===== src/rtl/shift_seq_pkg.sv =====
// Shared encodings for the multi-cycle shift sequencer: op codes, FSM states
// and the nine shift ALU control codes also used by the ALU's control decode.
package shift_seq_pkg;

    typedef enum logic [1:0] {
        OP_SLL  = 2'd0,
        OP_SRL  = 2'd1,
        OP_SRA  = 2'd2,
        OP_PASS = 2'd3
    } op_t;

    typedef enum logic [1:0] {
        ST_IDLE  = 2'd0,
        ST_SHIFT = 2'd1,
        ST_DONE  = 2'd2
    } state_t;

    localparam logic [5:0] ALU_NOP  = 6'h00;
    localparam logic [5:0] ALU_SLL1 = 6'h0A;
    localparam logic [5:0] ALU_SLL2 = 6'h0B;
    localparam logic [5:0] ALU_SLL8 = 6'h0C;
    localparam logic [5:0] ALU_SRL1 = 6'h0D;
    localparam logic [5:0] ALU_SRL2 = 6'h0E;
    localparam logic [5:0] ALU_SRL8 = 6'h0F;
    localparam logic [5:0] ALU_SRA1 = 6'h10;
    localparam logic [5:0] ALU_SRA2 = 6'h11;
    localparam logic [5:0] ALU_SRA8 = 6'h12;

    // size: 0 = shift by 1, 1 = by 2, 2 = by 8
    function automatic logic [5:0] shift_ctrl(input op_t op, input logic [1:0] size);
        logic [5:0] code;
        code = ALU_NOP;
        case (op)
            OP_SLL:  code = (size == 2'd2) ? ALU_SLL8 : (size == 2'd1) ? ALU_SLL2 : ALU_SLL1;
            OP_SRL:  code = (size == 2'd2) ? ALU_SRL8 : (size == 2'd1) ? ALU_SRL2 : ALU_SRL1;
            OP_SRA:  code = (size == 2'd2) ? ALU_SRA8 : (size == 2'd1) ? ALU_SRA2 : ALU_SRA1;
            default: code = ALU_NOP;
        endcase
        return code;
    endfunction

endpackage


===== src/rtl/shift_seq_step.sv =====
// Greedy step chooser: picks the largest ALU shift (8/2/1) that fits in the
// remaining amount and the matching ALU control code.
module shift_seq_step
    import shift_seq_pkg::*;
(
    input  op_t        op,
    input  logic [4:0] remaining,
    output logic [4:0] step,
    output logic [5:0] aluctrl
);

    logic [1:0] size;

    always_comb begin
        size = 2'd0;
        step = 5'd0;
        if (remaining >= 5'd8) begin
            size = 2'd2;
            step = 5'd8;
        end else if (remaining >= 5'd2) begin
            size = 2'd1;
            step = 5'd2;
        end else if (remaining != 5'd0) begin
            size = 2'd0;
            step = 5'd1;
        end
        aluctrl = shift_ctrl(op, size);
    end

endmodule


===== src/rtl/shift_seq.sv =====
// Multi-cycle shifter that drives an external ALU one shift step per cycle
// and holds the pipeline until the final value is ready.
//
// state    | meaning
// ---------+-----------------------------------------------------------
// ST_IDLE  | waiting for start; stall follows start combinationally
// ST_SHIFT | one ALU shift step per cycle, accumulator <= aluResult
// ST_DONE  | one-cycle done pulse, result bypassed from accumulator
module shift_seq
    import shift_seq_pkg::*;
(
    input  logic        clk,
    input  logic        reset,
    input  logic        start,
    input  logic [1:0]  op,
    input  logic [4:0]  shamt,
    input  logic [31:0] operand,
    input  logic [31:0] aluResult,
    output logic [31:0] aluA,
    output logic [5:0]  ALUctrl,
    output logic        busy,
    output logic        stall,
    output logic        done,
    output logic [31:0] result
);

    state_t      state;
    op_t         op_q;
    logic [31:0] acc;
    logic [31:0] result_q;
    logic [4:0]  remaining;
    logic [4:0]  step;
    logic [5:0]  step_ctrl;

    shift_seq_step u_step (
        .op        (op_q),
        .remaining (remaining),
        .step      (step),
        .aluctrl   (step_ctrl)
    );

    always_ff @(posedge clk or posedge reset) begin
        if (reset) begin
            state     <= ST_IDLE;
            op_q      <= OP_SLL;
            acc       <= 32'd0;
            remaining <= 5'd0;
            result_q  <= 32'd0;
        end else begin
            case (state)
                ST_IDLE: begin
                    if (start) begin
                        op_q <= op_t'(op);
                        acc  <= operand;
                        // pass-through behaves exactly like a zero shift
                        if (shamt != 5'd0 && op_t'(op) != OP_PASS) begin
                            remaining <= shamt;
                            state     <= ST_SHIFT;
                        end else begin
                            remaining <= 5'd0;
                            state     <= ST_DONE;
                        end
                    end
                end
                ST_SHIFT: begin
                    acc       <= aluResult;
                    remaining <= remaining - step;
                    if (step == remaining) begin
                        state <= ST_DONE;
                    end
                end
                ST_DONE: begin
                    result_q <= acc;
                    state    <= ST_IDLE;
                end
                default: state <= ST_IDLE;
            endcase
        end
    end

    assign aluA    = acc;
    assign ALUctrl = (state == ST_SHIFT) ? step_ctrl : ALU_NOP;
    assign busy    = (state == ST_SHIFT) || (state == ST_DONE);
    assign stall   = ((state == ST_IDLE) && start) || (state == ST_SHIFT);
    assign done    = (state == ST_DONE);
    assign result  = (state == ST_DONE) ? acc : result_q;

endmodule

===== config.mk =====
export PLATFORM = sky130hd
export DESIGN_NAME = shift_seq
export DESIGN_NICKNAME = d
export VERILOG_FILES = /design/src/rtl/shift_seq_pkg.sv /design/src/rtl/shift_seq_step.sv /design/src/rtl/shift_seq.sv
export SDC_FILE = /design/constraint.sdc
export NUM_CORES = 1
export LEC_CHECK = 0
export BUFFER_PORTS_ARGS = -buffer_cell sky130_fd_sc_hd__buf_2
export CAP_MARGIN = 20
export CORE_AREA = 2 2 85 87
export DETAILED_ROUTE_END_ITERATION = 7
export DIE_AREA = 0 0 87 89
export HOLD_SLACK_MARGIN = 0.05
export PLACE_DENSITY_LB_ADDON = 0.08
export SYNTH_ARGS = -nofsm -noshare
export SYNTH_HDL_FRONTEND = slang
export SYNTH_HIERARCHICAL = 1
export SYNTH_SLANG_ARGS = --single-unit

===== constraint.sdc =====
create_clock -name clk -period 5.96 [get_ports clk]
set_input_delay 0.298 -clock clk [delete_from_list [all_inputs] [get_ports clk]]
set_output_delay 0.298 -clock clk [all_outputs]
set_load 0.02 [all_outputs]

# Yosys cells after proc, flatten, opt, wreduce, memory -nomap -nowiden
# Index checks and enable logic that the tools add are counted.
# classes
addsub	1
magnitude_cmp	2
n_eq_ne	10
muxes	23
reduce_logical	12
# ops
op	count
32-bit two-way mux	2
32-bit one-hot mux with 2 select lines	1
6-bit two-way mux	4
5-bit two-way mux	4
6-bit one-hot mux with 3 select lines	1
2-bit two-way mux	5
5-bit one-hot mux with 2 select lines	1
5-bit nonzero test	2
2-bit by 1-bit equality test with 1-bit output, second input constant	3
2-bit equality test, second input constant	3
2-bit != test, second input constant	3
2-bit AND reduction	3
5-bit equality test	1
5-bit by 2-bit >= comparator with 1-bit output, second input constant	1
5-bit by 4-bit >= comparator with 1-bit output, second input constant	1
5-bit subtractor	1
2-bit logical NOT	2
1-bit two-way mux	4
2-bit one-hot mux with 2 select lines	1
1-bit logical AND	2
1-bit logical OR	2
2-bit nonzero test	1
# totals
regBits	73
out_inout_bits	73
elab_cells	53

# Longest topological paths before layout
# logic_depth
ltp_word	8
depth_mapped	9
mapped_depth_nobuf	9

# By module
# The synthesis kept the hierarchy.
# modules_own_cells
module	instances	cells_each	area_per_inst_um2	seq_area_each_um2
shift_seq	1	289	3370.7	1826.8
shift_seq_step	1	17	123.9	0.0

# Least setup slack after synthesis
# Ideal clock, no wire load.
# synth_timing
path_type	register -> register
from	reg remaining[1]
to	reg remaining[4]
setup_ns	0.132
arrival_ns	1.942
required_ns	5.828
slack_ns	3.886
stages_incl_launch_ff	10
path_buffers	0
period_less_slack_ns	2.074
cell_sequence	dfrtp_1 nor2_4 and3_2 ha_1 inv_1 fa_1 nand3_1 and3b_1 nor3_1 or3b_1
# synth_between
elab_chain_len	6
# synth_lines
item	line	rtl
from (decl)	shift_seq.sv:31	logic [4:0] remaining;
from (signal assigned)	shift_seq.sv:57	remaining <= shamt;
from (signal assigned)	shift_seq.sv:67	remaining <= remaining - step;
branches (longest 3 deep; another with 5-bit by 2-bit >= comparator with 1-bit output)	--	
5-bit two-way mux *	shift_seq_step.sv:17	if (remaining >= 5'd8) begin
named net step[0]	shift_seq.sv:32	logic [4:0] step;
5-bit subtractor *	shift_seq.sv:67	
5-bit one-hot mux with 2 select lines *	shift_seq.sv:50	case (state)
# Mark *: on every way through the listed nets, which the timed path passes.
# A chain may end at the register's enable or synchronous reset.

# Worst setup path in the final report
# layout_timing
from	reg state[0]
to	reg remaining[4]
# layout_between
elab_chain_len	3
# layout_lines
item	line	rtl
from (decl)	shift_seq.sv:27	state_t state;
from (signal assigned)	shift_seq.sv:44	state <= ST_IDLE;
from (signal assigned)	shift_seq.sv:58	state <= ST_SHIFT;
from (signal assigned)	shift_seq.sv:61	state <= ST_DONE;
2-bit by 1-bit equality test with 1-bit output or 2-bit logical NOT (tied branches)	shift_seq.sv:50	
2-bit nonzero test (no source line) or 2-bit != test (tied branches)	--	
2-bit AND reduction (no source line)	--	
# Parallel ways exist; a longest one is shown, timed or not.

==> results_dict.tcl <==
set metrics [dict create \
    status "complete, no violations" \
    path_max_fanout 41 \
    grt_pass1_wl_um 11720 \
    ant_nets 0 \
    internal_power_mw 1.501 \
    tritoncts "done" \
    clk_pin_slew_ps 80 \
    leakagePower_nw 2.236 \
    cts-resized-gates 0 \
    regArea_mm2 0.001827 \
    area_delta_synth_final_pct 27.03 \
    grt_pass1_vias 2477 \
    routed_wl_um 7653 \
    die-area_mm2 0.007743 \
    grt_use_total_pct 19.58 \
    hold_viol 0 \
    htreeDepth 3 \
    cts_buffer_depth 2 \
    synth_top_area_cell "dfrtp_1" \
    post_drt_wl_per_cell_um 14.36 \
    hp-class "input pin to asynchronous set/reset pin" \
    synth_top_family_by_area "multiplexers" \
    rsz0062_at_grt "no" \
    min_period_ps 2621 \
    initial_core_util_pct 52.01 \
    max_cap_viol_count 0 \
    cts_hold_buf 0 \
    totalPowerFinal_mw 2.725 \
    row_count 30 \
    critical_path_class "flip-flop to flip-flop" \
    async_flop_share_pct 100.0 \
    drive_gt1_share_pct 45.92 \
    numCtsBuffers 9 \
    timing.final.ws_setup_ps 3339 \
    ir_worst_vdd_uv 296.3 \
    post_cts_buffers 0 \
    core_mm2 0.006719 \
    synthXorXnorAreaFrac_pct 0.5013 \
    switching_share_pct 44.93 \
    seq_power_share_pct 32.2 \
    syn-cell-area_mm2 0.003495 \
    fin_nets 530 \
    synth_fa_ha_area_share_pct 3.079 \
    netlist_instances 306 \
    synth_edf_count 0 \
    worst_skew_pair.late_latency_ps 330 \
    firstDrtPassIters 4 \
    synth_warnings 6 \
    insertedDiodeCount 0 \
    skew_ps 6.838 \
    final_common_cell "buf_2" \
    synth.top_cell.area_share_pct 52.27 \
    cp.required_ps 6170 \
    tightest_slew_ps 902.8 \
    final-setup-viol-count 0 \
    gp_congestion 0.8236 \
    grt_max_degree 74 \
    ys_ff_latch 73 \
    drt_iter0_markers 142 \
    synth_compound_area_share_pct 8.485 \
    grt-ovfl-total 0 \
    stdcell_count 533 \
    start_kind "flip-flop" \
    port_buffers 145 \
    power.share.clock_pct 13.9 \
    ctsRootBufferMaster "clkbuf_8" \
    most-common-layout-cells "buf_2, dfrtp_1, nand2_1, o21ai_0" \
    drc 0 \
    combinationalPowerShare_pct 53.9 \
    synth_ff_type "dfrtp_1" \
    dp.cells 517 \
    end_kind "flip-flop" \
    synthSimpleGateAreaFrac_pct 9.846 \
    p_per_area_mw_per_mm2 613.9 \
    p_sw_mw 1.225 \
    cts.sinks 73 \
    final_max_slew_viol_count 0 \
    syn_area_per_cell_um2 11.42 \
    final_area_mm2 0.004439 \
    antenna_found_initial 0 \
    dpl-instance-area_mm2 0.004245 \
    fin_crit_sh_pct 43.98 \
    vias 2721 \
    ioPinCount 147 \
    viasPerCell 5.105 \
    fin_setup_tns_ps 0 \
    slew_headroom_pct 39.81 \
    max_freq_mhz 381.5 \
    dpl_worst_slack_ps 3315 \
    synthDistinctLibCells 40 \
    dp_hpwl_um 5506 \
    synth.area.mux_share_pct 21.37 \
    die_h_um 89 \
    synth_area_leaders "dfrtp_1, mux2_2, mux2i_1" \
    num-fill-cells 567 \
    multi_input_area_mm2 0.001529 \
    die_w_um 87 \
    arrival_ps 2830 \
    ys_seq_area_share_pct 52.27 \
]
-- cell usage after synthesis, types with 2 or more instances --
cell,instances
mux2_1,2
dfrtp_1,73
clkbuf_1,7
nand3b_1,2
buf_2,4
nand2_1,38
or2b_1,2
nor2_4,2
nand4_1,2
a221oi_1,3
inv_1,10
ha_1,7
nand3_1,2
a21oi_1,8
nor2_1,9
xor2_1,2
buf_4,7
nor3_1,2
mux2_2,33
and2_1,6
mux2i_1,33
o21ai_0,34
-- kinds of logic (layout without fill, tap and decap cells) --
logic type	after synthesis	after routing
other	1	3
and+or+nand+nor	71	71
muxes	69	69
buffers and inverters	30	175
xor gates and xnor gates	2	2
adders and majority gates	8	8
AOI/OAI and AO/OA	52	52
DFF	73	73
-- registers in the layout, summed over array words and instances (netlist names) --
register / count
aluA: 32
result_q: 32
remaining: 5
op_q: 2
state: 2
-- path summary, 6_finish.rpt --
| kind | to | slack (ps) | cells after the start | from |
|---|---|---|---|---|
| setup / recovery | remaining[4] | 3340 | 7 | state[0] |
| hold / removal | result_q[25] | 230 | 3 | reset |
| setup reg to reg | remaining[4] | 3340 | 7 | state[0] |
| hold reg to reg | result_q[4] | 480 | 1 | result_q[4] |
| max in group asynchronous | aluA[12] | 5150 | 3 | reset |
| min in group clk | op_q[1] | 230 | 2 | op[1] |
-- metrics by stage --
step | hold slack (ps) | utilization [%]
2_1_floorplan | 401.8 | -
3_3_place_gp | 462.4 | 63.18
3_5_place_dp | 471.0 | 63.18
4_1_cts | 215.2 | 66.07
5_1_grt | 219.6 | 66.07
6_report | 233.9 | 66.07
-- power groups by stage --
stage	sequential [mW]	clock (mW)	combinational (mW)
after global routing	0.907	0.410	1.60
after detailed placement	0.891	0	1.48
final	0.876	0.379	1.47
after CTS	0.881	0.390	1.49
after global placement	0.878	0	1.46
after floorplan	0.988	0	0.948
-- layer usage --
metal / GRT usage (%) / up-vias / part of all wire (%)
met3: 6.279 / 2 / 7.1
met1: 25.48 / 1283 / 44
met4: 5.114 / 0 / 0.51
met5: 0 / - / 0
li1: - / 1337 / -
met2: 31.92 / 99 / 48
-- critical path, stage by stage (launching register included) --
cell and delay (ps):
dfrtp_1 390, inv_1 110, ha_1 300, mux2i_4 700, buf_4 460, nor3b_1 90
o21ai_0 80, or3b_1 350
-- final cells by class --
| cell class | instances | area share (%) |
|---|---|---|
| timing repair buffer | 148 | 16.85 |
| clock buffer | 9 | 2.790 |
| clock inverter | 7 | 1.578 |
| multi-input combinational | 205 | 34.44 |
| inverter | 11 | 0.9301 |
| tap | 80 | 2.255 |
| sequential | 73 | 41.15 |
(Power assumes the default switching activity.)
